--- src/rtl/lc3b_types.sv ---
// lc3b_types: shared LC-3b type definitions.
//   lc3b_word       16-bit data/address word
//   lc3b_mem_wmask  2-bit byte-lane mask
//   lc3b_arb_state  memory arbiter FSM states
//   arb_req_t       one captured requester command {read, write, address, wdata, byte_enable}
//   arb_make_req    packs requester inputs into arb_req_t, resolving read+write to a read
package lc3b_types;

  typedef logic [15:0] lc3b_word;
  typedef logic [1:0]  lc3b_mem_wmask;

  typedef enum logic [1:0] {
    ARB_IDLE    = 2'b00,
    ARB_BUSY_P0 = 2'b01,
    ARB_BUSY_P1 = 2'b10
  } lc3b_arb_state;

  localparam logic          ARB_PORT0            = 1'b0;
  localparam logic          ARB_PORT1            = 1'b1;
  localparam lc3b_mem_wmask ARB_IDLE_BYTE_ENABLE = 2'b11;

  typedef struct packed {
    logic          read;
    logic          write;
    lc3b_word      address;
    lc3b_word      wdata;
    lc3b_mem_wmask byte_enable;
  } arb_req_t;

  // A requester that raises read and write together gets a read; the write
  // is dropped here so the downstream command is never ambiguous.
  function automatic arb_req_t arb_make_req(
    input logic          read,
    input logic          write,
    input lc3b_word      address,
    input lc3b_word      wdata,
    input lc3b_mem_wmask byte_enable
  );
    arb_req_t r;
    r.read        = read;
    r.write       = write & ~read;
    r.address     = address;
    r.wdata       = wdata;
    r.byte_enable = byte_enable;
    return r;
  endfunction

endpackage

--- src/rtl/arb_req_reg.sv ---
// arb_req_reg: load-enabled holding register for the granted command.
//   clk    in   clock, rising edge
//   reset  in   synchronous active-high clear
//   load   in   capture d on the next rising edge
//   d      in   command to capture
//   q      out  captured command
module arb_req_reg
  import lc3b_types::*;
(
  input  logic     clk,
  input  logic     reset,
  input  logic     load,
  input  arb_req_t d,
  output arb_req_t q
);

  // Holds the command steady for the whole transaction, independent of
  // whatever the requester does with its inputs afterwards.
  always_ff @(posedge clk) begin
    if (reset) begin
      q <= '0;
    end else if (load) begin
      q <= d;
    end
  end

endmodule

--- src/rtl/mem_arbiter.sv ---
// mem_arbiter: two-port round-robin arbiter in front of a single physical memory.
//   clk, reset                         clock and synchronous active-high reset
//   p0_* (instruction side)            read/write/address/wdata/byte_enable in,
//                                      rdata/resp out
//   p1_* (data side)                   same as port 0
//   pmem_read/write/address/wdata/
//   pmem_byte_enable                   downstream command, from latched registers only
//   pmem_rdata, pmem_resp              downstream read data and completion pulse
module mem_arbiter
  import lc3b_types::*;
(
  input  logic          clk,
  input  logic          reset,

  input  logic          p0_read,
  input  logic          p0_write,
  input  lc3b_word      p0_address,
  input  lc3b_word      p0_wdata,
  input  lc3b_mem_wmask p0_byte_enable,
  output lc3b_word      p0_rdata,
  output logic          p0_resp,

  input  logic          p1_read,
  input  logic          p1_write,
  input  lc3b_word      p1_address,
  input  lc3b_word      p1_wdata,
  input  lc3b_mem_wmask p1_byte_enable,
  output lc3b_word      p1_rdata,
  output logic          p1_resp,

  output logic          pmem_read,
  output logic          pmem_write,
  output lc3b_word      pmem_address,
  output lc3b_word      pmem_wdata,
  output lc3b_mem_wmask pmem_byte_enable,
  input  lc3b_word      pmem_rdata,
  input  logic          pmem_resp
);

  lc3b_arb_state state;
  lc3b_arb_state next_state;
  logic          last_grant;
  logic          next_last_grant;

  logic          p0_req;
  logic          p1_req;
  arb_req_t      p0_cmd;
  arb_req_t      p1_cmd;
  logic          load;
  arb_req_t      load_cmd;
  arb_req_t      held_cmd;

  assign p0_req = p0_read | p0_write;
  assign p1_req = p1_read | p1_write;

  assign p0_cmd = arb_make_req(p0_read, p0_write, p0_address, p0_wdata, p0_byte_enable);
  assign p1_cmd = arb_make_req(p1_read, p1_write, p1_address, p1_wdata, p1_byte_enable);

  // Read data goes straight through; each port qualifies it with its own resp.
  assign p0_rdata = pmem_rdata;
  assign p1_rdata = pmem_rdata;

  arb_req_reg u_req_reg (
    .clk   (clk),
    .reset (reset),
    .load  (load),
    .d     (load_cmd),
    .q     (held_cmd)
  );

  // State and round-robin history. After reset last_grant points at port 1
  // so port 0 wins the first tie.
  always_ff @(posedge clk) begin
    if (reset) begin
      state      <= ARB_IDLE;
      last_grant <= ARB_PORT1;
    end else begin
      state      <= next_state;
      last_grant <= next_last_grant;
    end
  end

  // Grant decision, command capture and downstream drive. Every transaction
  // returns to IDLE on pmem_resp, which guarantees one idle cycle between
  // transactions and gives the other port a fair look at the next tie.
  always_comb begin
    next_state       = state;
    next_last_grant  = last_grant;
    load             = 1'b0;
    load_cmd         = p0_cmd;
    pmem_read        = 1'b0;
    pmem_write       = 1'b0;
    pmem_address     = '0;
    pmem_wdata       = '0;
    pmem_byte_enable = ARB_IDLE_BYTE_ENABLE;
    p0_resp          = 1'b0;
    p1_resp          = 1'b0;

    case (state)
      ARB_IDLE: begin
        if (p0_req && (!p1_req || (last_grant == ARB_PORT1))) begin
          next_state      = ARB_BUSY_P0;
          next_last_grant = ARB_PORT0;
          load            = 1'b1;
          load_cmd        = p0_cmd;
        end else if (p1_req) begin
          next_state      = ARB_BUSY_P1;
          next_last_grant = ARB_PORT1;
          load            = 1'b1;
          load_cmd        = p1_cmd;
        end
      end

      ARB_BUSY_P0, ARB_BUSY_P1: begin
        pmem_read        = held_cmd.read;
        pmem_write       = held_cmd.write;
        pmem_address     = held_cmd.address;
        pmem_wdata       = held_cmd.wdata;
        pmem_byte_enable = held_cmd.byte_enable;
        if (pmem_resp) begin
          next_state = ARB_IDLE;
          if (state == ARB_BUSY_P0) begin
            p0_resp = 1'b1;
          end else begin
            p1_resp = 1'b1;
          end
        end
      end

      default: begin
        next_state = ARB_IDLE;
      end
    endcase

    // While reset is held the outputs look idle, so an aborted transaction
    // never shows a command or a completion pulse.
    if (reset) begin
      pmem_read        = 1'b0;
      pmem_write       = 1'b0;
      pmem_address     = '0;
      pmem_wdata       = '0;
      pmem_byte_enable = ARB_IDLE_BYTE_ENABLE;
      p0_resp          = 1'b0;
      p1_resp          = 1'b0;
    end
  end

endmodule

--- config.mk ---
export PLATFORM = sky130hd
export DESIGN_NAME = mem_arbiter
export DESIGN_NICKNAME = d
export VERILOG_FILES = /design/src/rtl/lc3b_types.sv /design/src/rtl/arb_req_reg.sv /design/src/rtl/mem_arbiter.sv
export SDC_FILE = /design/constraint.sdc
export NUM_CORES = 1
export LEC_CHECK = 0
export CELL_PAD_IN_SITES_DETAIL_PLACEMENT = 2
export CELL_PAD_IN_SITES_GLOBAL_PLACEMENT = 2
export CORE_MARGIN = 5
export CORE_UTILIZATION = 20
export DETAILED_ROUTE_END_ITERATION = 12
export PLACE_DENSITY_LB_ADDON = 0.05
export SLEW_MARGIN = 20
export SYNTH_ARGS = -nofsm -noshare
export SYNTH_HDL_FRONTEND = slang
export SYNTH_HIERARCHICAL = 1
export SYNTH_SLANG_ARGS = --single-unit
--- constraint.sdc ---
create_clock -name clk -period 2.6 [get_ports clk]
set_input_delay 0.39 -clock clk [delete_from_list [all_inputs] [get_ports clk]]
set_output_delay 0.39 -clock clk [all_outputs]
set_load 0.03 [all_outputs]
==> impl_metrics.py, run 1 <==
metrics = {
    "global_route": {
        "total_congestion_overflow": 0,
        "initial_antenna_violation_count": 0,
        "use_met3_pct": 3.25,
        "overall_routing_resource_usage_pct": 10.3,
        "largest_net_degree_at_the_start_of_global_routing": 40,
        "top_usage_layer": "met2",
        "number_of_global_route_vias_before_repair": 2365,
        "grtUsageMet2_pct": 17.6,
        "groute.layer.met1.usage_pct": 12.4,
        "grt_first_pass_wirelength_um": 12100,
    },
    "yosys": {
        "synth.top_cell.area_share_pct": 31.3,
        "number_of_enable_flip_flop_cells_after_synthesis": 0,
        "synth.area.top_cells": "dfxtp_1 31%, mux2i_1 14%, mux2_2 14%",
        "ys_warn_count": 6,
        "synth_ff_type": "dfxtp_1",
        "asyncSetResetFlopFracSynth_pct": 0,
        "ys_seq_area_share_pct": 31.3,
        "synthCells": 263,
        "synth.distinct_cells": 30,
        "synthesis.area_um2": 2500,
        "synth_top_cells_by_count": "39 x dfxtp_1, 39 x nor2_1, 36 x mux2i_1, 34 x and2_1",
        "avgSynthCellArea_um2": 9.49,
        "synth.largest_area_cell": "dfxtp_1",
        "synth_seq_cells": 39,
        "synth_nets": 356,
    },
    "power_and_ir_drop": {
        "worst_ir_drop_vdd_mv": 0.248,
        "power.density_nw_per_um2": 693,
        "static-leakage-power_uw": 0.00164,
    },
    "worst_setup_path": {
        "critical_path_cell_count": 5,
        "path_max_fanout": 4,
        "critical_path_endpoint_category": "output port",
        "critical_path.cell_chain": "inv_1 > ha_1 > nor2b_2 > nand2b_1 > clkdlybuf4s50_1",
        "critPathLaunchType": "register",
        "critPathArrivalTime_ps": 1930,
        "timing.critical_path.max_delay_family": "buffers and inverters",
        "worst_r2r_path_depth": 9,
        "critPathRequiredTime_ps": 2210,
        "reg2reg_from": "state[1]",
        "worstPathBufferInverterCount": 2,
        "cell_at_the_slowest_stage_of_the_critical_path": "clkdlybuf4s50_1",
        "critical_path_s_largest_stage_delay_ps": 670,
        "crit_path_start": "state[0]",
        "critPathKind": "reg -> out",
    },
    "clocking": {
        "worst_skew_late_latency_ps": 280,
        "cts_tree": "yes",
        "cts_setup_buffers": 0,
        "number_of_sinks_on_the_clock_net": 39,
        "cts-buffers-inserted": 5,
        "max-clock-path-buffers": 2,
        "clk_transition_reported_paths_ps": 60,
        "ctsRootBufferMaster": "clkbuf_16",
        "cts-htree-levels": 2,
        "cts_hold_buf": 0,
        "cts-resized-gates": 0,
    },
    "sta": {
        "max_clock_freq_mhz": 431,
        "final_hold_violating_endpoints": 0,
        "final.setup_skew_ps": 4.44,
        "max-slew-margin-rel_pct": 49.9,
        "grt_setup_unrepaired": "no",
        "final.period_utilization_pct": 89.2,
        "final_max_slew_viol_count": 0,
        "fin_setup_tns_ps": 0,
        "timing_worst_slew_pin_value_ps": 750,
        "period_minus_slack_ps": 2320,
        "worst_hold_slack_ps": 487,
        "report.final.setup_viol": 0,
    },
    "placed_design": {
        "detailed_place.area_um2": 3510,
        "dp.cells": 510,
        "port_buffers": 112,
        "finalWeightedCongestion": 0.655,
        "detailed_place_hpwl_um": 5610,
    },
    "drt": {
        "via_per_inst": 3.97,
        "remaining_drc_errors": 0,
        "antenna_left": 0,
        "drt_pass1_iterations": 4,
        "vias": 2062,
        "wl_um": 7530,
        "dr.first_iter.drc_count": 34,
        "wire_per_inst_um": 14.5,
    },
    "finish": {
        "post-route-cell-area_um2": 3700,
        "layout-area-overhead-vs-synth_pct": 48.3,
        "post_route_cells_drive_above_1_share_pct": 27.6,
        "layout.cells.non_filler": 519,
        "filler_cell_count": 1373,
        "num_antenna_cells": 0,
        "postLayoutCoreUtil_pct": 30.6,
        "fin_nets": 443,
    },
    "worst_hold_path": {
        "worstHoldPathType": "reg -> reg",
        "timing.hold.worst.start": "u_req_reg/q[15]",
        "timing.hold.worst_path_depth": 2,
    },
    "floorplanning": {
        "placeableCoreArea_um2": 12100,
        "die_x_um": 122,
        "die_span_y_um": 122,
        "core.rowCount": 40,
        "design.die.area_um2": 14800,
        "initial_utilization_pct": 20.6,
        "ioPinCount": 161,
    },
    "status": {
        "run_status": "finished clean",
    },
    "job": {
        "cap_viol_max_count": 0,
    },
}
==> layout by cell type (no fill, tap or decap), drive strengths merged, types with 3 or more instances in the layout <==
| master | synthesis | routed |
|---|---|---|
| clkbuf | 5 | 5 |
| dfxtp | 39 | 39 |
| mux2i | 36 | 36 |
| a21oi | 3 | 3 |
| and2 | 34 | 34 |
| clkdlybuf4s50 | 0 | 75 |
| nor2 | 39 | 39 |
| buf | 42 | 52 |
| inv | 4 | 4 |
| mux2 | 34 | 34 |
| nand2 | 3 | 3 |
| nand2b | 3 | 3 |
==> per-stage QoR <==
step	power (µW)	setup WS (ps)
final	2560	281
after CTS	2610	224
after detailed placement	1870	-72.5
after global placement	1860	-47.0
after global routing	2750	148
after floorplan	1630	652
==> power breakdown <==
group / internal (µW) / leakage, µW / switching [µW]
clock: 453 / 0.0000838 / 257
combinational: 568 / 0.00124 / 507
sequential: 719 / 0.000323 / 61.6
==> worst reg2reg max path, stage by stage, from the launching register on <==
cell	delay (ps)
dfxtp_1	320
inv_1	80
ha_1	170
inv_1	80
buf_4	160
a211oi_4	270
buf_12	220
mux2_2	350
mux2i_1	150
nor2_1	50
==> sequential cells by signal, indices dropped and copies added (netlist names) <==
register and count:
u_req_reg/q 36, state 2, last_grant 1
==> area by class of cell <==
type	instances	area [µm²]	area share [%]
Multi-Input combinational cell	173	1330	36.0
Clock inverter	3	43.8	1.18
Timing Repair Buffer	127	1200	32.3
Tap cell	168	210	5.68
Clock buffer	5	125	3.38
Sequential cell	39	781	21.1
Inverter	4	15.0	0.406
==> cell families (layout without fill, tap and decap cells) <==
kind of cell    after synthesis  after routing  synth area share [%]
fa+ha+maj                     2              2                  1.00
flops                        39             39                  31.3
compound gates               12             12                  3.71
mux                          70             70                  29.8
simple gates                 89             89                  18.4
buf+inv                      51            139                  15.8
==> routing by layer <==
layer  share of wire (%)  up-vias
li1                    -     1017
met2                  48       73
met3                 7.2        6
met1                  44      966
met5                   0        -
met4                0.82        0
==> final timing paths <==
check	slack, ps	to
setup reg to reg	630	u_req_reg/q[11]
hold / removal	490	u_req_reg/q[15]
hold reg to reg	490	u_req_reg/q[15]
setup / recovery	280	pmem_byte_enable[0]
Power figures use the tool's default switching activity.
==> run 2, diff against run 1 <==
--- a/config.mk
+++ b/config.mk
@@ -5,6 +5,7 @@
 export SDC_FILE = /design/constraint.sdc
 export NUM_CORES = 1
 export LEC_CHECK = 0
+export CAP_MARGIN = 20
 export CELL_PAD_IN_SITES_DETAIL_PLACEMENT = 2
 export CELL_PAD_IN_SITES_GLOBAL_PLACEMENT = 2
 export CORE_MARGIN = 5
==> impl_metrics.py, run 2 (same netlist as run 1, synthesis figures left out) <==
metrics = {
    "power_and_ir_drop": {
        "static-leakage-power_uw": 0.00163,
        "worst_ir_drop_vdd_mv": 0.255,
        "power.density_nw_per_um2": 665,
    },
    "floorplanning": {
        "placeableCoreArea_um2": 12100,
        "design.die.area_um2": 14800,
        "initial_utilization_pct": 20.6,
        "die_x_um": 122,
        "ioPinCount": 161,
        "core.rowCount": 40,
        "die_span_y_um": 122,
    },
    "global_route": {
        "grtUsageMet2_pct": 18.4,
        "largest_net_degree_at_the_start_of_global_routing": 40,
        "overall_routing_resource_usage_pct": 10.4,
        "use_met3_pct": 3.30,
        "grt_first_pass_wirelength_um": 12400,
        "number_of_global_route_vias_before_repair": 2415,
        "top_usage_layer": "met2",
        "groute.layer.met1.usage_pct": 12.1,
        "initial_antenna_violation_count": 0,
        "total_congestion_overflow": 0,
    },
    "finish": {
        "filler_cell_count": 1386,
        "flip_flop_count_of_the_largest_register_all_copies_and_words_added": 36,
        "num_antenna_cells": 0,
        "layout-area-overhead-vs-synth_pct": 47.2,
        "layout_commonest_cell": "clkdlybuf4s50_1",
        "regMostFlops": "u_req_reg/q",
        "layout.cells.non_filler": 519,
        "fin_nets": 443,
        "postLayoutCoreUtil_pct": 30.3,
        "layout_top_registers": "u_req_reg/q (36), state (2), last_grant (1)",
        "final_cell_mix": "75 x clkdlybuf4s50_1, 47 x buf_4, 39 x dfxtp_1",
        "post_route_cells_drive_above_1_share_pct": 27.4,
    },
    "job": {
        "cap_viol_max_count": 0,
    },
    "worst_setup_path": {
        "path_max_fanout": 4,
        "critPathLaunchType": "register",
        "regToRegEndpoint": "u_req_reg/q[11]",
        "critPathRequiredTime_ps": 2210,
        "critical_path_endpoint_category": "output port",
        "critPathArrivalTime_ps": 1950,
        "reg2reg_from": "state[1]",
        "worst_r2r_path_depth": 9,
        "worst-r2r-setup-slack_ps": 610,
        "critPathKind": "reg -> out",
    },
    "worst_hold_path": {
        "worstHoldPathType": "reg -> reg",
        "hold-path-endpoint": "u_req_reg/q[15]",
        "timing.hold.worst.start": "u_req_reg/q[15]",
        "timing.hold.worst_path_depth": 2,
    },
    "drt": {
        "via_per_inst": 3.98,
        "antenna_left": 0,
        "remaining_drc_errors": 0,
        "dr.first_iter.drc_count": 39,
        "drt_pass1_iterations": 3,
        "vias": 2068,
        "wire_per_inst_um": 14.5,
        "wl_um": 7500,
    },
    "placed_design": {
        "finalWeightedCongestion": 0.655,
        "dp.cells": 511,
        "detailed_place_hpwl_um": 5710,
        "dpl_worst_slack_ps": 72.6,
        "port_buffers": 112,
    },
    "clocking": {
        "cts-htree-levels": 2,
        "cts-resized-gates": 0,
        "clk_transition_reported_paths_ps": 60,
        "cts_tree": "yes",
        "cts_hold_buf": 0,
        "ctsRootBufferMaster": "clkbuf_16",
        "max-clock-path-buffers": 2,
        "cts_setup_buffers": 0,
        "cts-buffers-inserted": 5,
        "worst_skew_late_latency_ps": 280,
        "number_of_sinks_on_the_clock_net": 39,
    },
    "sta": {
        "grt_setup_unrepaired": "no",
        "final.period_utilization_pct": 90.0,
        "max-slew-margin-rel_pct": 57.1,
        "final_hold_violating_endpoints": 0,
        "max_clock_freq_mhz": 427,
        "period_minus_slack_ps": 2340,
        "report.final.setup_viol": 0,
        "final_max_slew_viol_count": 0,
        "final.setup_skew_ps": 2.75,
        "layout_setup_ws_ps": 260,
        "timing_worst_slew_pin_value_ps": 642,
    },
    "status": {
        "run_status": "finished clean",
    },
}
-- run 2: changes by cell type in the layout (fill, tap and decap cells not counted) --
cell	previous run	this run
bufinv_16	1	0
clkinvlp_4	0	1
clkbuf_1	0	1
clkinv_4	1	0
-- run 2: worst max-delay path by stage --
stage / startpoint / endpoint / slack [ps]
6_report: state[0] / pmem_byte_enable[0] / 260
3_5_place_dp: p0_write / u_req_reg/q[13] / 70
4_1_cts: state[0] / p1_resp / 210
5_1_grt: state[0] / p1_resp / 100
3_3_place_gp: p0_write / u_req_reg/q[25] / -50
2_1_floorplan: state[0] / pmem_address[0] / 650
-- run 2: power by group --
part           switching (µW)  total (µW)  internal (µW)
clock                     239         593            354
combinational             502        1070            568
sequential               60.3         779            719
total                     802        2440           1640
-- run 2: layer usage --
metal / vias up / part of all wire, %
met2: 73 / 50
li1: 1013 / -
met1: 974 / 42
met5: - / 0
met4: 0 / 1.1
met3: 8 / 7.2
-- run 2: critical path, cell delays in order (launching register included) --
cell,delay [ps]
dfxtp_1,380
inv_1,60
ha_1,320
nor2b_2,170
nand2b_1,70
clkdlybuf4s50_1,680
-- run 2: area by class of cell --
cell class	instances	area [µm²]	share of cell area [%]
Multi-Input combinational cell	173	1330	36.2
Sequential cell	39	781	21.2
Inverter	4	15.0	0.409
Clock inverter	2	12.5	0.340
Tap cell	168	210	5.72
Clock buffer	6	129	3.51
Timing Repair Buffer	127	1200	32.6
-- run 2: per-stage QoR --
step           area [µm²]  hold WS (ps)  total power (µW)  TNS, ps
6_report             3670           484              2440        0
5_1_grt              3670           508              2650        0
4_1_cts              3670           494              2530        0
3_5_place_dp         3530           477              1910        0
3_3_place_gp         3510           465              1860     -411
2_1_floorplan        2500           451              1630        0
